--- src/rtl/sum_acc_pkg.sv ---
// Shared types and sizing rules for the sum_accumulator block.
package sum_acc_pkg;

  typedef enum logic [1:0] {
    IDLE  = 2'd0,
    ACCUM = 2'd1,
    HOLD  = 2'd2
  } state_t;

  localparam int N_SAMPLES_DEF = 4;
  localparam int ACC_W_DEF     = 12;

  // The counter must be able to hold N_SAMPLES itself, not just N_SAMPLES-1.
  function automatic int count_w(input int n_samples);
    return $clog2(n_samples + 1);
  endfunction

endpackage

--- src/rtl/sum_acc_add.sv ---
// Combinational add/overflow datapath for sum_accumulator.
// Define SUM_ACCUMULATOR_SAT_EN to saturate on overflow; the default build wraps.
module sum_acc_add
  import sum_acc_pkg::*;
#(
  parameter int ACC_W = ACC_W_DEF
) (
  input  logic [ACC_W-1:0] acc,
  input  logic [8:0]       in_sum,
  output logic [ACC_W-1:0] next_acc,
  output logic             ovf_now
);

  logic [ACC_W:0] wide;

  // NOTE: every output of a combinational block is assigned on every path,
  // so no latch can be inferred.
  always_comb begin
    wide    = {1'b0, acc} + {{(ACC_W-8){1'b0}}, in_sum};
    ovf_now = wide[ACC_W];
`ifdef SUM_ACCUMULATOR_SAT_EN
    next_acc = ovf_now ? {ACC_W{1'b1}} : wide[ACC_W-1:0];
`else
    next_acc = wide[ACC_W-1:0];
`endif
  end

endmodule

--- src/rtl/sum_accumulator.sv ---
// Accumulates N_SAMPLES 9-bit sums into an ACC_W-bit result with valid/ready
// handshakes. Overflow behaviour is selected by SUM_ACCUMULATOR_SAT_EN.
module sum_accumulator
  import sum_acc_pkg::*;
#(
  parameter int N_SAMPLES = N_SAMPLES_DEF,
  parameter int ACC_W     = ACC_W_DEF
) (
  input  logic             clk,
  input  logic             rst,
  input  logic             start,
  input  logic             clear,
  input  logic             in_valid,
  input  logic [8:0]       in_sum,
  output logic             in_ready,
  output logic             out_valid,
  input  logic             out_ready,
  output logic [ACC_W-1:0] out_acc,
  output logic             ovf,
  output logic             busy
);

  localparam int CNT_W = count_w(N_SAMPLES);

  state_t           state;
  logic [ACC_W-1:0] acc;
  logic [CNT_W-1:0] count;
  logic [ACC_W-1:0] next_acc;
  logic             ovf_now;

  sum_acc_add #(.ACC_W(ACC_W)) u_add (
    .acc      (acc),
    .in_sum   (in_sum),
    .next_acc (next_acc),
    .ovf_now  (ovf_now)
  );

  assign in_ready = (state == ACCUM);
  assign busy     = (state != IDLE);
  assign out_acc  = acc;

  // NOTE: all state is updated with non-blocking assignments so every
  // register samples the pre-edge values of the others.
  always_ff @(posedge clk or posedge rst) begin
    if (rst) begin
      state     <= IDLE;
      acc       <= '0;
      count     <= '0;
      ovf       <= 1'b0;
      out_valid <= 1'b0;
    end else if (clear) begin
      state     <= IDLE;
      acc       <= '0;
      count     <= '0;
      ovf       <= 1'b0;
      out_valid <= 1'b0;
    end else begin
      case (state)
        IDLE: begin
          if (start) begin
            acc   <= '0;
            count <= '0;
            ovf   <= 1'b0;
            state <= ACCUM;
          end
        end
        ACCUM: begin
          if (in_valid) begin
            acc   <= next_acc;
            count <= count + 1'b1;
            ovf   <= ovf | ovf_now;
            if (count == CNT_W'(N_SAMPLES - 1)) begin
              state     <= HOLD;
              out_valid <= 1'b1;
            end
          end
        end
        HOLD: begin
          if (out_ready) begin
            state     <= IDLE;
            out_valid <= 1'b0;
          end
        end
        default: state <= IDLE;
      endcase
    end
  end

endmodule

--- config.mk ---
export PLATFORM = sky130hd
export DESIGN_NAME = sum_accumulator
export DESIGN_NICKNAME = d
export VERILOG_FILES = /design/src/rtl/sum_acc_pkg.sv /design/src/rtl/sum_acc_add.sv /design/src/rtl/sum_accumulator.sv
export SDC_FILE = /design/constraint.sdc
export NUM_CORES = 1
export LEC_CHECK = 0
export ABC_AREA = 1
export BUFFER_PORTS_ARGS = -buffer_cell sky130_fd_sc_hd__buf_2
export CAP_MARGIN = 20
export CORE_ASPECT_RATIO = 0.75
export CORE_UTILIZATION = 58
export DETAILED_ROUTE_END_ITERATION = 6
export PLACE_DENSITY = 0.84
export REMOVE_ABC_BUFFERS = 1
export SKIP_LAST_GASP = 1
export SLEW_MARGIN = 20
export SYNTH_ARGS = -nofsm -noshare
export SYNTH_HDL_FRONTEND = slang
export SYNTH_SLANG_ARGS = --single-unit
--- constraint.sdc ---
create_clock -name clk -period 3.6 [get_ports clk]
set_clock_uncertainty 0.05 [all_clocks]
set_input_delay 0.72 -clock clk [delete_from_list [all_inputs] [get_ports clk]]
set_output_delay 0.72 -clock clk [all_outputs]
set_load 0.005 [all_outputs]
==> impl_metrics.csv, run 1 <==
group,metric,value,unit
status,outcome,"finished, final reports clean",
clock_tree,cts_tree,"done",
floorplan,fp.dieW,59.6,microns
drt,via_per_inst,5.16,
worst_setup_path,reg2reg_depth,8,
global_routing,grt_max_degree,20,
global_routing,grt-ovfl-total,0,
global_routing,grt_pass1_vias,1173,
timing,fin_crit,1.98,ns
yosys,synth.avg_cell_area,7.37,sq um
timing,whs,0.449,ns
hold_path,whs_path_depth,1,
floorplan,row_count,15,
placed_design,gp_congestion,0.881,
yosys,ys_ff_latch,19,
placed_design,placed_cells,259,
yosys,netlist_area,1440,sq um
layout,design_area,1650,sq um
timing,finalMaxSlewViolations,0,
layout,n_antenna_cell,0,
placed_design,dp_hpwl,2520,microns
layout,area_growth,14.5,%
global_routing,grt_pass1_wl,5060,microns
drt,ant_nets,0,
clock_tree,cts.sinks,19,
timing,setup_viol,0,
power_and_ir_drop,peakVddDrop,0.247,mV
worst_setup_path,path_depth,3,
yosys,synthTopCellsByArea,"dfrtp_1, nand2_1, ha_1",
drt,drc,0,
worst_setup_path,crit_buf_inv,2,
worst_setup_path,max_stage_delay,0.46,ns
floorplan,die-area,2700,sq um
timing,fin_crit_sh,54.9,%
layout,instances_no_fill,263,
placed_design,io_buffers,30,
hold_path,hp-class,"reg2reg",
worst_setup_path,cp.arrival,1.21,ns
clock_tree,postCtsHoldBufs,0,
drt,drt_iter0_markers,65,
worst_setup_path,setup.worst_path.class,"reg2out",
power_and_ir_drop,p_leak,0.954,nW
layout,n_fill_cell,196,
floorplan,start_util,62.0,%
clock_tree,h-tree-depth,1,
layout,drive_above_1_share,24.0,%
clock_tree,clock_latency,0.31,ns
timing,fmax,0.506,GHz
worst_setup_path,worst_path_max_delay_cell,"dfrtp_1",
worst_setup_path,crit_chain,"nor2_2, inv_1, buf_2",
placed_design,placed_cell_area,1630,sq um
clock_tree,cts_setup_buffers,0,
clock_tree,ctsResizeCount,0,
floorplan,core,2330,sq um
layout,final_util,71.0,%
yosys,synth_largest_area_cell,"dfrtp_1",
clock_tree,root_buffer,"clkbuf_4",
global_routing,track_usage,25.6,%
yosys,synth_warnings,0,
job,drv_cap,0,
clock_tree,path_clk_slew,0.12,ns
worst_setup_path,worstPathRequired,2.83,ns
power_and_ir_drop,power_density,489,nW/um^2
worst_setup_path,cp_max_fo,4,
yosys,post_synth_num_cell_types,30,
worst_setup_path,path_delay_family,"flip-flops",
drt,totalWireLength,3160,microns
clock_tree,cts_made_buffers,3,
clock_tree,clk_path_buf_depth,2,
yosys,syn-instance-count,196,
drt,wl_per_cell,12.0,microns
yosys,ys_seq_area_share,32.9,%
yosys,synth_top_area_share,32.9,%
timing,hold_viol,0,
drt,first_pass_iters,4,
worst_setup_path,crit_path_end_kind,"output port",
layout,final_nets,257,
timing,relSlewSlack,50.7,%
timing,tightestPinTransition,0.739,ns
floorplan,io_pins,31,
timing,setup_tns,0,ns
floorplan,die_h,45.2,microns
global_routing,antenna_found_initial,0,
drt,vias,1357,
timing,rsz0062_at_grt,"no",
worst_setup_path,setup.worst_path.start_class,"flip-flop",
-- cells in the final DEF, fill, tap and decap left out, types with 2 or more instances in the layout --
| cell | n |
|---|---|
| inv_1 | 22 |
| o21ai_1 | 6 |
| ha_1 | 11 |
| nor2_2 | 4 |
| clkbuf_4 | 3 |
| a22o_1 | 2 |
| nor2_1 | 17 |
| nand3_1 | 17 |
| buf_2 | 30 |
| inv_2 | 2 |
| nand2_4 | 3 |
| clkinv_2 | 2 |
| o21ai_2 | 3 |
| dfrtp_1 | 19 |
| xor2_1 | 2 |
| nand2_1 | 63 |
| a21oi_1 | 9 |
-- cell families after synthesis --
| group | after synthesis | share of synthesized area, % |
|---|---|---|
| AO/OA/AOI/OAI | 26 | 11.4 |
| adder cells (fa/ha/maj) | 12 | 10.9 |
| AND/OR/NAND/NOR | 108 | 34.6 |
| flip-flops | 19 | 32.9 |
| buffers and inverters | 28 | 8.41 |
| XOR/XNOR | 3 | 1.82 |
-- metrics by stage --
stage          power (mW)  worst slack, ns
2_1_floorplan       0.584             1.61
3_3_place_gp        0.683             1.46
3_5_place_dp        0.698             1.38
4_1_cts             0.812             1.60
5_1_grt             0.879             1.56
6_report            0.808             1.62
-- layer usage --
| layer | part of all wire, % | global-route usage [%] |
|---|---|---|
| met2 | 43 | 39.6 |
| met5 | 0 | 0 |
| met4 | 0.70 | 8.84 |
| met3 | 7.6 | 5.44 |
| met1 | 49 | 35.6 |
-- Yosys cell counts --
| cell | instances |
|---|---|
| nand2_1 | 63 |
| nor2_2 | 4 |
| inv_2 | 2 |
| nand3b_4 | 1 |
| dfrtp_1 | 19 |
| fa_1 | 1 |
| nand3_1 | 17 |
| nand2_2 | 1 |
| inv_4 | 1 |
| a21boi_1 | 1 |
| a21boi_0 | 1 |
| inv_1 | 22 |
| nand2_4 | 3 |
| nor2_4 | 1 |
| ha_1 | 11 |
| xor2_1 | 2 |
| xnor2_1 | 1 |
| a21oi_1 | 9 |
| o22ai_1 | 1 |
| a21oi_2 | 1 |
| nand3_4 | 1 |
| o21ai_2 | 3 |
| nor2_1 | 17 |
| o21ai_1 | 6 |
| o21ai_0 | 1 |
| a22o_2 | 1 |
| clkinv_2 | 1 |
| a22o_1 | 2 |
| buf_6 | 1 |
| clkinv_4 | 1 |
-- worst register-to-register path, delay by kind of cell, from the launching register on --
family	cells	cell delay, ns
AOI/OAI and AO/OA	1	0.07
adders and majority gates	2	0.70
and+or+nand+nor	5	0.47
DFF	1	0.41
-- final cells by class --
| cell class | count | area [sq um] | area share (%) |
|---|---|---|---|
| Inverter | 27 | 110 | 6.66 |
| Clock buffer | 3 | 22.5 | 1.36 |
| Tap cell | 34 | 42.5 | 2.57 |
| Timing Repair Buffer | 30 | 150 | 9.08 |
| Clock inverter | 1 | 5.00 | 0.303 |
| Sequential cell | 19 | 475 | 28.8 |
| Multi-Input combinational cell | 149 | 847 | 51.2 |
-- where the power goes --
part           total, mW  internal [mW]  switching, mW
Sequential         0.290          0.251         0.0393
Combinational      0.407          0.150          0.256
Clock              0.111         0.0415         0.0691
Total              0.808          0.443          0.365
-- flip-flops by register name (all words and copies together), names as in the netlist --
| signal | count |
|---|---|
| count | 3 |
| out_acc | 12 |
| out_valid | 1 |
| ovf | 1 |
| state | 2 |
-- final timing paths --
| kind | slack (ns) | startpoint | endpoint |
|---|---|---|---|
| max | 1.62 | state[1]$_DFFE_PP0P_ | busy |
| min | 0.45 | count[0]$_DFFE_PP0P_ | count[0]$_DFFE_PP0P_ |
| max reg2reg | 1.81 | out_acc[0]$_DFFE_PP0P_ | out_acc[8]$_DFFE_PP0P_ |
| min reg2reg | 0.45 | count[0]$_DFFE_PP0P_ | count[0]$_DFFE_PP0P_ |
| max in group asynchronous | 2.56 | rst | out_acc[6]$_DFFE_PP0P_ |
| min in group asynchronous | 0.47 | rst | state[0]$_DFFE_PP0P_ |
(Power assumes the default switching activity.)
==> run 2: changes to the inputs <==
- ABC_AREA: 1 -> 0
- CORE_UTILIZATION: 58 -> 47
- PLACE_DENSITY: 0.84 -> 0.75
- clock period: 3.6 -> 1.68 ns (I/O delays scaled with it)
==> impl_metrics.csv, run 2 <==
group,metric,value,unit
layout,drive_above_1_share,45.2,%
yosys,synthTopCellsByArea,"dfrtp_1, ha_1, a21oi_1",
hold_path,hp-class,"in2reg",
placed_design,dp_hpwl,2420,microns
timing,rsz0062_at_grt,"yes",
timing,timing.final.ws_setup,-0.331,ns
worst_setup_path,setup.worst_path.class,"reg2reg",
worst_setup_path,path_delay_family,"compound AO/OA/AOI/OAI gates",
yosys,synth_largest_area_cell,"dfrtp_1",
layout,area_growth,50.5,%
layout,n_antenna_cell,0,
clock_tree,path_clk_slew,0.11,ns
clock_tree,cts_made_buffers,3,
layout,final_util,77.6,%
drt,first_pass_iters,4,
global_routing,grt_pass1_vias,1195,
power_and_ir_drop,p_int,0.710,mW
drt,ant_nets,0,
global_routing,grt-ovfl-total,0,
placed_design,gp_congestion,0.868,
power_and_ir_drop,p_switching,0.323,mW
yosys,synth_warnings,0,
drt,drt_iter0_markers,91,
drt,totalWireLength,3970,microns
worst_setup_path,crit_buf_inv,1,
clock_tree,clk_path_buf_depth,2,
yosys,synth-main-ff-cell,"dfrtp_1",
timing,tightestPinTransition,0.375,ns
yosys,ys_ff_latch,19,
clock_tree,root_buffer,"clkbuf_4",
floorplan,die-area,2830,sq um
power_and_ir_drop,p_sw_share,31.3,%
global_routing,grt_max_degree,20,
drt,vias,1340,
yosys,synth_top_area_share,38.7,%
worst_setup_path,cp_max_fo,3,
worst_setup_path,worst_path_max_delay_cell,"dfrtp_1",
drt,wl_per_cell,17.2,microns
timing,setup_viol,9,
floorplan,fp.dieW,61.1,microns
worst_setup_path,worstPathRequired,1.89,ns
global_routing,grt_pass1_wl,5140,microns
yosys,ys_seq_area_share,38.7,%
timing,fin_crit_sh,120,%
status,violations,"setup timing",
status,outcome,"finished, violations left",
clock_tree,cts.sinks,19,
yosys,synth.avg_cell_area,9.46,sq um
global_routing,track_usage,25.5,%
floorplan,die_h,46.3,microns
worst_setup_path,max_stage_delay,0.45,ns
floorplan,io_pins,31,
timing,hold_viol,0,
yosys,synth_most_common_cell,"dfrtp_1",
timing,relSlewSlack,74.9,%
worst_setup_path,crit_path_end_kind,"flip-flop",
power_and_ir_drop,fin_total_pwr,1.03,mW
power_and_ir_drop,power_frac_comb,29.3,%
clock_tree,h-tree-depth,1,
drt,drc,0,
layout,largest_reg_flops,12,
floorplan,start_util,51.6,%
power_and_ir_drop,power_density,558,nW/um^2
yosys,syn-instance-count,130,
layout,most-common-layout-cells,"buf_4, buf_2, dfrtp_1, nand2_1, a21oi_1",
timing,fmax,0.497,GHz
clock_tree,cts_tree,"done",
layout,final_common_cell,"buf_4",
yosys,synthTopCellsByCount,"dfrtp_1, a21oi_1, nand2_1",
power_and_ir_drop,peakVddDrop,0.432,mV
layout,final_nets,225,
global_routing,antenna_found_initial,0,
worst_setup_path,cp.arrival,2.22,ns
floorplan,core,2380,sq um
timing,finalMaxSlewViolations,0,
worst_setup_path,setup.worst_path.start_class,"flip-flop",
drt,via_per_inst,5.80,
power_and_ir_drop,pwr-share-seq,46.8,%
yosys,synth-edff-count,0,
placed_design,io_buffers,30,
worst_setup_path,crit_chain,"ha_4, buf_6, o211ai_1, o211ai_1, a21oi_2, or3_4, a21oi_2",
yosys,netlist_area,1230,sq um
clock_tree,clock_latency,0.32,ns
yosys,synth-async-reset-ratio,100,%
timing,fin_crit,2.01,ns
power_and_ir_drop,p_leak,0.931,nW
power_and_ir_drop,p_clk_share,23.9,%
yosys,post_synth_num_cell_types,34,
floorplan,row_count,15,
job,drv_cap,0,
## run 2: kinds of logic (layout without fill, tap and decap cells)
kind of cell	after synthesis	count (layout)	share of synthesized area, %
XOR/XNOR	5	5	3.56
flip-flops	19	19	38.7
adder cells (fa/ha/maj)	12	12	12.8
multiplexers	2	2	2.03
buffers and inverters	7	74	2.85
AO/OA/AOI/OAI	48	48	24.8
AND/OR/NAND/NOR	37	37	15.3
## run 2: area by class of cell
class                      count  area (sq um)
clock buffer                   3          22.5
clock inverter                 1          5.00
fill                         167           533
inverter                       5          18.8
multi-input combinational    104           860
sequential                    19           475
tap                           34          42.5
timing repair buffer          65           427
## run 2: worst paths after layout
path                                           end  slack [ns]              startpoint  depth (start not counted)
max reg2reg                out_acc[10]$_DFFE_PP0P_       -0.33  out_acc[3]$_DFFE_PP0P_                          7
min in group asynchronous   out_acc[6]$_DFFE_PP0P_        0.52                     rst                          4
min reg2reg                   count[2]$_DFFE_PP0P_        0.45    count[2]$_DFFE_PP0P_                          2
max in group asynchronous   out_acc[1]$_DFFE_PP0P_        0.86                     rst                          4
min                           state[1]$_DFFE_PP0P_        0.25                   clear                          2
max                        out_acc[10]$_DFFE_PP0P_       -0.33  out_acc[3]$_DFFE_PP0P_                          7
## run 2: timing repair
item,in CTS,in global routing
setup buffers,2,5
pin swaps,7,19
setup endpoints to repair,9,10
resized for setup,7,23
endpoints found under the hold margin,11,0
hold buffers,1,0
## run 2: power by group through the flow
stage / combinational [mW] / sequential, mW / clock [mW]
finish: 0.303 / 0.483 / 0.247
global route: 0.326 / 0.484 / 0.267
CTS: 0.245 / 0.480 / 0.243
detailed placement: 0.231 / 0.489 / 0
global placement: 0.224 / 0.487 / 0
floorplan: 0.112 / 0.491 / 0
## run 2: metal layers
metal  vias up  part of all wire (%)  GRT usage [%]
li1        614                     -              -
met1       620                    39           32.6
met2        83                    48           41.1
met3        23                   8.4           6.74
met4         0                   4.9           10.0
met5         -                     0              0
## run 2: per-stage QoR
stage	setup TNS (ns)	cells	instance area, sq um	hold WS, ns	worst slack, ns
finish	-1.71	231	1850	0.251	-0.331
global route	-2.39	231	1850	0.259	-0.394
CTS	-1.32	226	1700	0.226	-0.235
detailed placement	-2.49	219	1610	0.323	-0.425
global placement	-2.19	219	1610	0.313	-0.359
floorplan	-1.26	128	1210	0.237	-0.284
## run 2: worst reg2reg max path: cells and delay by family (launching register included)
family	cells	cell delay [ns]
compound gates	4	0.65
flops	1	0.45
simple gates	1	0.38
fa+ha+maj	1	0.31
buf+inv	1	0.10
==> run 3: changes to the inputs <==
- REMOVE_ABC_BUFFERS: 1 -> not set
==> impl_metrics.csv, run 3 (synthesis results as in run 2) <==
group,metric,value,unit
clock_tree,clock_latency,0.30,ns
drt,wl_per_cell,13.8,microns
timing,setup_tns,-1.31,ns
drt,first_pass_iters,4,
worst_setup_path,cp_max_fo,3,
clock_tree,cts_tree,"done",
global_routing,grt_pass1_wl,4910,microns
clock_tree,cts.sinks,19,
worst_setup_path,setup.worst_path.class,"reg2reg",
power_and_ir_drop,p_leak,0.886,nW
timing,fmax,0.520,GHz
placed_design,gp_congestion,0.808,
worst_setup_path,worst_path_max_delay_cell,"dfrtp_1",
clock_tree,cts_made_buffers,3,
global_routing,antenna_found_initial,0,
worst_setup_path,crit_chain,"ha_2, fa_2, a211oi_2, o211ai_1, a21oi_1, a21oi_1, a22o_1",
placed_design,dp_hpwl,2370,microns
timing,timing.final.ws_setup,-0.242,ns
hold_path,hp-class,"in2reg",
placed_design,io_buffers,30,
timing,fin_crit_sh,114,%
global_routing,grt_pass1_vias,1072,
layout,n_antenna_cell,0,
timing,tightestPinTransition,0.346,ns
clock_tree,path_clk_slew,0.11,ns
layout,largest_reg_flops,12,
timing,rsz0062_at_grt,"yes",
floorplan,die-area,2830,sq um
power_and_ir_drop,p_sw_share,29.3,%
worst_setup_path,crit_path_end_kind,"flip-flop",
floorplan,row_count,15,
power_and_ir_drop,p_clk_share,24.4,%
timing,relSlewSlack,76.7,%
yosys,synth_nets,157,
global_routing,grt_max_degree,20,
worst_setup_path,worstPathRequired,1.84,ns
global_routing,grt-ovfl-total,0,
placed_design,placed_cell_area,1630,sq um
timing,setup_viol,8,
drt,drc,0,
status,outcome,"finished, violations left",
worst_setup_path,setup.worst_path.start_class,"flip-flop",
drt,drt_iter0_markers,58,
drt,vias,1230,
power_and_ir_drop,power_density,564,nW/um^2
layout,final_nets,218,
global_routing,track_usage,24.4,%
worst_setup_path,cp.arrival,2.08,ns
power_and_ir_drop,p_switching,0.285,mW
power_and_ir_drop,p_int,0.689,mW
drt,via_per_inst,5.49,
floorplan,io_pins,31,
layout,design_area,1730,sq um
clock_tree,root_buffer,"clkbuf_4",
power_and_ir_drop,fin_total_pwr,0.975,mW
job,drv_cap,0,
timing,finalMaxSlewViolations,0,
layout,area_growth,40.4,%
drt,totalWireLength,3080,microns
power_and_ir_drop,peakVddDrop,0.435,mV
floorplan,die_h,46.3,microns
worst_setup_path,critPathMostFrequentCell,"a21oi_1",
power_and_ir_drop,pwr-share-seq,49.4,%
clock_tree,clk_path_buf_depth,2,
floorplan,fp.dieW,61.1,microns
worst_setup_path,path_delay_family,"compound AO/OA/AOI/OAI gates",
layout,drive_above_1_share,40.0,%
worst_setup_path,crit_buf_inv,0,
timing,fin_crit,1.92,ns
layout,final_common_cell,"buf_2",
timing,hold_viol,0,
power_and_ir_drop,power_frac_comb,26.3,%
status,violations,"setup timing",
clock_tree,h-tree-depth,1,
floorplan,core,2380,sq um
floorplan,start_util,51.6,%
worst_setup_path,max_stage_delay,0.40,ns
layout,most-common-layout-cells,"buf_2, buf_4, dfrtp_1, nand2_1, a21oi_1",
drt,ant_nets,0,
-- run 3: timing repair --
| item | 4_1_cts | 5_1_grt |
|---|---|---|
| setup endpoints to repair | 8 | 12 |
| setup buffers | 3 | 2 |
| pin swaps | 10 | 10 |
| hold buffers | 1 | 0 |
| endpoints found under the hold margin | 19 | 0 |
| resized for setup | 5 | 7 |
-- run 3: final timing paths --
path                                         from                      to  slack [ns]  depth (start not counted)
hold reg to reg              count[2]$_DFFE_PP0P_    count[2]$_DFFE_PP0P_        0.45                          2
setup / recovery           out_acc[0]$_DFFE_PP0P_  out_acc[8]$_DFFE_PP0P_       -0.24                          7
min in group asynchronous                     rst    state[1]$_DFFE_PP0P_        0.53                          4
setup reg to reg           out_acc[0]$_DFFE_PP0P_  out_acc[8]$_DFFE_PP0P_       -0.24                          7
max in group asynchronous                     rst  out_acc[9]$_DFFE_PP0P_        0.84                          4
hold / removal                           in_valid    state[0]$_DFFE_PP0P_        0.24                          2
-- run 3: per-layer routing --
metal  GRT usage (%)  wire length (microns)  up-vias
li1                -                      -      604
met1            30.8                   1340      590
met2            41.7                   1580       31
met3            5.62                    133        5
met4            7.27                     31        0
met5               0                      0        -
-- run 3: final cells by class --
class,instances,area (sq um)
clock buffers,4,26.3
repair buffers,58,367
well taps,34,42.5
fillers,192,657
flip-flops and latches,19,475
inverters,5,18.8
multi-input cells,104,797
-- run 3: power by group through the flow --
stage | registers, mW | logic, mW | clock network [mW]
final | 0.481 | 0.256 | 0.238
after CTS | 0.481 | 0.246 | 0.250
after floorplan | 0.489 | 0.127 | 0
after detailed placement | 0.490 | 0.234 | 0
after global routing | 0.482 | 0.284 | 0.268
after global placement | 0.488 | 0.226 | 0
-- run 3: through the flow --
step | hold slack, ns | worst slack [ns] | cells | utilization, %
floorplan | 0.237 | -0.161 | 130 | -
global placement | 0.317 | -0.239 | 217 | 68.3
detailed placement | 0.322 | -0.338 | 217 | 68.3
CTS | 0.224 | -0.257 | 223 | 71.0
global route | 0.234 | -0.328 | 224 | 72.4
finish | 0.240 | -0.242 | 224 | 72.4
